<file path="src/rtl/instqueue.sv">
// Circular instruction buffer between fetch and decode: absorbs fetch bursts,
// presents the head one instruction per cycle, and handles JAL / ROB flushes.
module instqueue #(
   parameter int DEPTH_LOG = 4,
   parameter int IDW       = 32,
   parameter int AW        = 32
) (
   input  logic           clk_in,
   input  logic           rst_in,
   input  logic           rdy_in,
   input  logic           if_instqueue_en_in,
   input  logic [IDW-1:0] if_instqueue_inst_in,
   input  logic [AW-1:0]  if_instqueue_pc_in,
   output logic           instqueue_if_full_out,
   output logic           instqueue_decoder_en_out,
   output logic [IDW-1:0] instqueue_decoder_inst_out,
   output logic [AW-1:0]  instqueue_decoder_pc_out,
   input  logic           decoder_instqueue_rst_in,
   input  logic           dispatcher_instqueue_stall_in,
   input  logic           rob_instqueue_rst_in
);

   localparam int                 DEPTH       = 1 << DEPTH_LOG;
   localparam logic [DEPTH_LOG:0] CNT_DEPTH   = (DEPTH_LOG+1)'(DEPTH);
   localparam logic [DEPTH_LOG:0] CNT_THRESH  = (DEPTH_LOG+1)'(DEPTH - 1);
   localparam logic [DEPTH_LOG:0] CNT_ONE     = (DEPTH_LOG+1)'(1);

   logic [DEPTH_LOG-1:0] r_head;
   logic [DEPTH_LOG-1:0] r_tail;
   logic [DEPTH_LOG:0]   r_count;
   logic                 r_full;

   logic [IDW-1:0]       r_inst_mem [DEPTH];
   logic [AW-1:0]        r_pc_mem   [DEPTH];

   logic                 w_nonempty;
   logic                 w_pop;
   logic                 w_push;
   logic [DEPTH_LOG-1:0] w_head_next;
   logic [DEPTH_LOG-1:0] w_tail_next;
   logic [DEPTH_LOG:0]   w_count_next;
   logic                 w_full_next;

   assign w_nonempty = (r_count != '0);

   assign w_pop  = rdy_in && !rst_in && !rob_instqueue_rst_in && w_nonempty
                   && !dispatcher_instqueue_stall_in;

   assign w_push = rdy_in && !rst_in && !rob_instqueue_rst_in && !decoder_instqueue_rst_in
                   && if_instqueue_en_in && (r_count != CNT_DEPTH);

   always_comb begin
      w_head_next  = r_head;
      w_tail_next  = r_tail;
      w_count_next = r_count;
      w_full_next  = r_full;
      if (!rdy_in) begin
         w_head_next = r_head;
      end else if (rob_instqueue_rst_in) begin
         w_head_next  = '0;
         w_tail_next  = '0;
         w_count_next = '0;
         w_full_next  = 1'b0;
      end else if (decoder_instqueue_rst_in) begin
         w_full_next = 1'b0;
         if (w_pop || !w_nonempty) begin
            w_head_next  = '0;
            w_tail_next  = '0;
            w_count_next = '0;
         end else begin
            // Stalled JAL stays at head so the redirect can fire again on its pop.
            w_tail_next  = r_head + 1'b1;
            w_count_next = CNT_ONE;
         end
      end else begin
         w_head_next  = r_head + DEPTH_LOG'(w_pop);
         w_tail_next  = r_tail + DEPTH_LOG'(w_push);
         w_count_next = r_count + (DEPTH_LOG+1)'(w_push) - (DEPTH_LOG+1)'(w_pop);
         w_full_next  = (w_count_next >= CNT_THRESH);
      end
   end

   always_ff @(posedge clk_in) begin
      if (rst_in) begin
         r_head  <= '0;
         r_tail  <= '0;
         r_count <= '0;
         r_full  <= 1'b0;
      end else begin
         r_head  <= w_head_next;
         r_tail  <= w_tail_next;
         r_count <= w_count_next;
         r_full  <= w_full_next;
      end
   end

   always_ff @(posedge clk_in) begin
      if (w_push) begin
         r_inst_mem[r_tail] <= if_instqueue_inst_in;
         r_pc_mem[r_tail]   <= if_instqueue_pc_in;
      end
   end

   assign instqueue_if_full_out      = r_full;
   assign instqueue_decoder_en_out   = w_pop;
   assign instqueue_decoder_inst_out = (!rst_in && w_nonempty) ? r_inst_mem[r_head] : '0;
   assign instqueue_decoder_pc_out   = (!rst_in && w_nonempty) ? r_pc_mem[r_head]   : '0;

endmodule

</file>
<file path="config.mk">
export PLATFORM = sky130hd
export DESIGN_NAME = instqueue
export DESIGN_NICKNAME = d
export VERILOG_FILES = /design/src/rtl/instqueue.sv
export SDC_FILE = /design/constraint.sdc
export NUM_CORES = 1
export LEC_CHECK = 0
export CAP_MARGIN = 20
export CORE_AREA = 2 2 319 321
export DETAILED_ROUTE_END_ITERATION = 10
export DIE_AREA = 0 0 321 323
export GPL_TIMING_DRIVEN = 0
export REMOVE_ABC_BUFFERS = 1
export SLEW_MARGIN = 20
export SYNTH_ARGS = -nofsm -noshare
export SYNTH_HDL_FRONTEND = slang
export SYNTH_SLANG_ARGS = --single-unit
</file>
<file path="constraint.sdc">
create_clock -name clk_in -period 20.5 [get_ports clk_in]
set_input_delay 4.1 -clock clk_in [delete_from_list [all_inputs] [get_ports clk_in]]
set_output_delay 4.1 -clock clk_in [all_outputs]
set_load 0.1 [all_outputs]
</file>
Word-level counts from Yosys, hierarchy flattened

Memory sizes are Yosys's and may differ from the RTL's. A register that Yosys moved wholly into a read port is not among the register bits.
Cells that the tools add are included.
Widths: inputs -> output; s select.

Add/subtract/negate cells: 5
Order comparisons: 1
Eq/ne operators: 2
Mux-type cells: 19
Reduce and logical (&&, ||, !) cells: 16

Operators with widths:

| kind                | number |
|---|---|
| $mux 32             | 2 |
| $mux 4              | 10 |
| $mux 5              | 2 |
| $add 4x1->4         | 2 |
| $logic_and 1x1->1   | 8 |
| $add 5x1->5         | 1 |
| $ge 5x4->1 const B  | 1 |
| $logic_not 1->1     | 5 |
| $mux 1              | 5 |
| $ne 5x5->1 const B  | 1 |
| $reduce_bool 5->1   | 1 |
| $sub 5x1->5         | 1 |
| $add 4x1->4 const B | 1 |
| $ne 3x1->1 const B  | 1 |
| $reduce_and 2->1    | 1 |
| $logic_or 1x1->1    | 1 |

Bits in registers: 14
Bits in writable memories: 1024
Input port bits: 71
Output and inout port bits: 66
Logic and storage cells: 49
Memories kept: 2

Memory list:

| memory     | words | width | read ports | clocked after Yosys merged registers in | write ports | line | text |
|---|---|---|---|---|---|---|---|
| r_inst_mem | 16    | 32    | 1          | 1                                       | 1           | 33   | `logic [IDW-1:0] r_inst_mem [DEPTH];` |
| r_pc_mem   | 16    | 32    | 1          | 1                                       | 1           | 34   | `logic [AW-1:0] r_pc_mem [DEPTH];` |

Longest topological paths before layout

Gate-level depths: netlist of the first run.

Depth in word-level cells: 11
Mapped depth: 14
Gate-level depth less buffers: 14

Least setup slack after synthesis of the first run

OpenSTA, ideal clock, no wires.

Path type: input to output
Start point: input rst_in
End point: output instqueue_decoder_en_out
Data arrival time: 7.408 ns
Required time: 16.400 ns
Setup slack: 8.992 ns
Cell stages on the path: 2
Path buffers: 1
Cells stage by stage: clkbuf_1 -> nor4_1

Cells in the longest elaborated chain, start to end: 5

RTL lines:

| what                            | line | text |
|---|---|---|
| start: declaration              | 9    | `input logic rst_in,` |
| $logic_not 1->1                 | 46   | `assign w_pop = rdy_in && !rst_in && !rob_instqueue_rst_in && w_nonempty` |
| $logic_and 1x1->1 (3 in series) | 46   |  |
| $logic_and 1x1->1               | 47   | `&& !dispatcher_instqueue_stall_in;` |
| end: declaration                | 15   | `output logic instqueue_decoder_en_out,` |

Every way passes these cells.

Final worst setup path of the first run

Start point: input rst_in
End point: output instqueue_decoder_pc_out[7]

Cells in the longest elaborated chain, start to end: 3

RTL lines:

| what              | line | text |
|---|---|---|
| $logic_not 1->1   | 107  | `assign instqueue_decoder_pc_out = (!rst_in && w_nonempty) ? r_pc_mem[r_head] : '0;` |
| $logic_and 1x1->1 | 107  |  |
| $mux 32           | 107  |  |
| end: declaration  | 17   | `output logic [AW-1:0] instqueue_decoder_pc_out,` |

Every way passes these cells.

==> results of run 1 <==
## report_power, final
part           total, mW  switching [mW]  leakage (nW)  internal (mW)
sequential          2.34        0.000546          9.35           2.34
clock               1.90           0.787          1.70           1.11
combinational     0.0813          0.0589          3.41         0.0224
## registers in the layout, summed over array words and instances (netlist names), named ones only
register and flops:
r_inst_mem 512, r_pc_mem 512, r_count 5, r_head 4, r_tail 4, instqueue_if_full_out 1
## layout by cell type, fill, tap and decap left out, types with 3 or more instances in the layout
master	n
sky130_fd_sc_hd__mux4_2	256
sky130_fd_sc_hd__clkinv_2	26
sky130_fd_sc_hd__nor2_4	12
sky130_fd_sc_hd__clkbuf_16	108
sky130_fd_sc_hd__nor3_1	4
sky130_fd_sc_hd__nor2b_1	3
sky130_fd_sc_hd__mux2i_1	129
sky130_fd_sc_hd__ha_1	11
sky130_fd_sc_hd__buf_4	34
sky130_fd_sc_hd__dfxtp_1	15
sky130_fd_sc_hd__buf_16	47
sky130_fd_sc_hd__o22ai_1	64
sky130_fd_sc_hd__o21ai_0	4
sky130_fd_sc_hd__clkdlybuf4s50_1	136
sky130_fd_sc_hd__bufinv_16	11
sky130_fd_sc_hd__buf_6	5
sky130_fd_sc_hd__clkinv_1	28
sky130_fd_sc_hd__nand3_1	5
sky130_fd_sc_hd__a21oi_1	13
sky130_fd_sc_hd__clkbuf_1	16
sky130_fd_sc_hd__xnor2_1	3
sky130_fd_sc_hd__nand2_1	8
sky130_fd_sc_hd__edfxtp_1	1024
sky130_fd_sc_hd__buf_12	27
sky130_fd_sc_hd__nand2b_1	4
sky130_fd_sc_hd__nor3_2	3
sky130_fd_sc_hd__clkinvlp_4	3
sky130_fd_sc_hd__nand3b_1	3
sky130_fd_sc_hd__buf_8	5
sky130_fd_sc_hd__inv_1	7
sky130_fd_sc_hd__dfxtp_4	3
sky130_fd_sc_hd__nor2_1	12
## worst paths after layout
path | endpoint | slack (ns) | startpoint | cells past startpoint
worst max-delay path | instqueue_decoder_pc_out[7] | 8.47 | rst_in | 6
worst min-delay path | instqueue_if_full_out$_SDFFE_PP0P_ | 0.50 | instqueue_if_full_out$_SDFFE_PP0P_ | 2
worst max register to register | instqueue_if_full_out$_SDFFE_PP0P_ | 17.03 | r_count[2]$_SDFFE_PP0P_ | 13
worst min register to register | instqueue_if_full_out$_SDFFE_PP0P_ | 0.50 | instqueue_if_full_out$_SDFFE_PP0P_ | 2
## area by class of cell
| class | instances | area [um2] |
|---|---|---|
| inverter | 8 | 30.03 |
| antenna | 2 | 5.005 |
| fill | 8050 | 52550 |
| tap | 1309 | 1638 |
| timing repair buffer | 254 | 3582 |
| clock inverter | 73 | 670.6 |
| clock buffer | 126 | 2790 |
| multi-input combinational | 562 | 8325 |
| sequential | 1042 | 31120 |
## kinds of logic (layout without fill, tap and decap cells)
kind of cell / Yosys count / in the layout / synth area share, %
flops: 1042 / 1042 / 78.34
mux: 386 / 386 / 17.80
buf+inv: 97 / 461 / 1.005
compound gates: 90 / 90 / 1.399
simple gates: 70 / 70 / 0.9705
fa+ha+maj: 12 / 12 / 0.3970
xor+xnor: 4 / 4 / 0.08824
other cells: 0 / 2 / 0
## worst reg2reg max path: stages, from the launching register on
cell and delay (ns):
sky130_fd_sc_hd__dfxtp_1 0.33, sky130_fd_sc_hd__inv_1 0.10, sky130_fd_sc_hd__ha_1 0.18, sky130_fd_sc_hd__nor4b_1 0.73, sky130_fd_sc_hd__nor4_1 0.25, sky130_fd_sc_hd__ha_1 0.36, sky130_fd_sc_hd__inv_1 0.06, sky130_fd_sc_hd__ha_1 0.15
sky130_fd_sc_hd__inv_1 0.06, sky130_fd_sc_hd__fa_1 0.42, sky130_fd_sc_hd__nand2b_1 0.16, sky130_fd_sc_hd__a21oi_1 0.17, sky130_fd_sc_hd__mux2i_1 0.24, sky130_fd_sc_hd__a31oi_1 0.10
## through the flow
step	std cells	utilization, %
2_1_floorplan	1612	-
3_3_place_gp	3057	42.04
3_5_place_dp	3175	44.38
4_1_cts	3374	47.81
5_1_grt	3374	47.81
6_report	3376	47.82
## routing by layer
layer	vias up	share of wire [%]	track usage [%]
met5	-	0.092	0
met4	14	1.5	3.583
met3	120	6.5	3.713
met2	595	48	28.02
met1	9953	44	25.11
li1	7860	-	-
==> out/summary.log, run 1 <==
qor: status.outcome completed
qor: critical_path.cp_arrival 7.93 ns
qor: timing.tightestPinTransition 1.142 ns
qor: clocking.cts_hold_buf 0
qor: power.vdd.ir_drop.worst 0.06900 mV
qor: clocking.clock-sinks 1042
qor: place.routability_cong 0.7261
qor: drt.viasPerCell 5.492
qor: die.area_of_the_core_region 100700 um2
qor: global_route.gr-total-overflow 0
qor: die.width_of_the_die 321 um
qor: drt.routed_wl 90830 um
qor: final_layout.layout.nets 2057
qor: timing.final.min_clock_period 12.03 ns
qor: logic_synthesis.post_synth_most_frequent_cells 1024 x sky130_fd_sc_hd__edfxtp_1, 256 x sky130_fd_sc_hd__mux4_2, 129 x sky130_fd_sc_hd__mux2i_1
qor: die.num_rows 117
qor: critical_path.crit_type in -> out
qor: logic_synthesis.synth-edff-count 1024
qor: logic_synthesis.synth.cell_area 39710 um2
qor: global_route.vias_in_the_first_global_route 19430
qor: timing.sum_neg_setup_slack 0 ns
qor: logic_synthesis.post-synth-top-count-cell sky130_fd_sc_hd__edfxtp_1
qor: drt.detail_route.drc_violations 0
qor: timing.fmax 0.08310 GHz
qor: flow_run.maxCapViolations 0
qor: logic_synthesis.yosysTopAreaCellShare 77.43%
qor: clocking.post_cts.resized_instances 0
qor: critical_path.crit_path_start_kind input pin
qor: clocking.tritoncts built
qor: die.die_h 323 um
qor: place.placement.io_buffers 136
qor: logic_synthesis.synth_top_flop_cell sky130_fd_sc_hd__edfxtp_1
qor: clocking.clock_tree.buffer_depth 3
qor: clocking.cts_post_setup_buffers_inserted 0
qor: critical_path.crit_path_end_kind primary output
qor: logic_synthesis.postSynthCellCount 1701
qor: global_route.pin_count_of_the_biggest_net_entering_global_routing 49
qor: timing.whs 0.4979 ns
qor: clocking.clkSlewWorstSetupHoldPaths 0.05 ns
qor: critical_path.crit_path_cell_trace clkdlybuf4s50_1, or3_4, buf_12, buf_16, o22ai_1, clkdlybuf4s50_1
qor: clocking.h_tree_depth 3
qor: critical_path.critical_path_required 16.40 ns
qor: critical_path.crit_top_cell sky130_fd_sc_hd__clkdlybuf4s50_1
qor: min_path.worstHoldPathType reg -> reg
qor: place.placement.setup.worst_slack 8.561 ns
qor: power.p_total 4.318 mW
qor: place.place_hpwl 56450 um
qor: drt.ant_nets 0
qor: clocking.clock_latency 0.67 ns
qor: final_layout.syn_to_final_growth 21.28%
qor: global_route.grt.total_usage 17.55%
qor: critical_path.crit_path_max_incr_delay 1.26 ns
qor: timing.rsz0062_at_grt false
qor: logic_synthesis.main_area_contributors_after_synthesis sky130_fd_sc_hd__edfxtp_1 77%, sky130_fd_sc_hd__mux4_2 15%, sky130_fd_sc_hd__mux2i_1 3.3%
qor: timing.report.final.setup_viol 0
qor: clocking.total_clock_buffers_created_by_cts 106
qor: timing.post_route_clock_period_utilization 58.70%
qor: die.fp.dieArea 103700 um2
qor: logic_synthesis.ys_async_sr_fraction 0%
qor: timing.skew 0.02524 ns
qor: power.power_per_cell_area 89.65 nW/um2
qor: power.total_leakage_power 14.46 nW
qor: global_route.grt_pass1_wl 132500 um
qor: drt.drt_first_iter_violations 1832
qor: critical_path.critical_path.slowest_cell sky130_fd_sc_hd__clkdlybuf4s50_1
qor: logic_synthesis.synth-seq-cells 1042
qor: timing.final-max-slew-violation-count 0
qor: final_layout.final_layout_size_suffix_gt1_share 26.88%
qor: timing.timing.max_slew.rel_slack 23.65%
qor: final_layout.design_area 48160 um2
qor: drt.avgRoutedWirePerCell 26.90 um
qor: place.placement.cell_area 44700 um2
qor: logic_synthesis.post_synth_num_cell_types 45
qor: timing.fin_ws 8.467 ns
qor: die.io_pins 137
qor: clocking.cts_root_buf sky130_fd_sc_hd__clkbuf_16
qor: timing.finalHoldViolations 0
qor: critical_path.timing.critical_path.max_delay_family buffers and inverters
qor: critical_path.crit_path_max_fanout 30
qor: global_route.antenna_violations_before_repair 8
qor: drt.num_vias 18540
qor: critical_path.worst-path-buf-inv 4
qor: logic_synthesis.avgSynthCellArea 23.35 um2
qor: logic_synthesis.sequential_area_share_after_synthesis 78.34%
qor: logic_synthesis.ys_warn_count 0
qor: die.start_util 39.43%
qor: logic_synthesis.yosys.area.top_type sky130_fd_sc_hd__edfxtp_1
qor: drt.iteration_count_of_the_initial_detailed_routing_pass 4
Note: power is estimated with default switching activity, not from simulation.
==> run 2, diff against run 1 <==
clock period = 12.2 ns   (was 20.5 ns; I/O delays follow)
==> results of run 2 <==
Same layout as run 1 (identical final DEF). Status: completed.
Among the figures that moved: setup slack after placement 8.561 ns -> 3.581 ns; setup slack after layout 8.467 ns -> 3.487 ns; register-to-register setup slack 17.03 ns -> 8.73 ns; total power 4.318 mW -> 7.255 mW; worst IR drop on VDD 0.06900 mV -> 0.1159 mV
==> run 3, diff against run 2 <==
clock period = 9 ns   (was 12.2 ns; I/O delays follow)
==> results of run 3 <==
Same layout as run 1 (identical final DEF). Status: completed.
Among the figures that moved: setup slack after placement 8.561 ns -> 1.661 ns; setup slack after layout 8.467 ns -> 1.567 ns; register-to-register setup slack 17.03 ns -> 5.53 ns; total power 4.318 mW -> 9.835 mW; worst IR drop on VDD 0.06900 mV -> 0.1572 mV
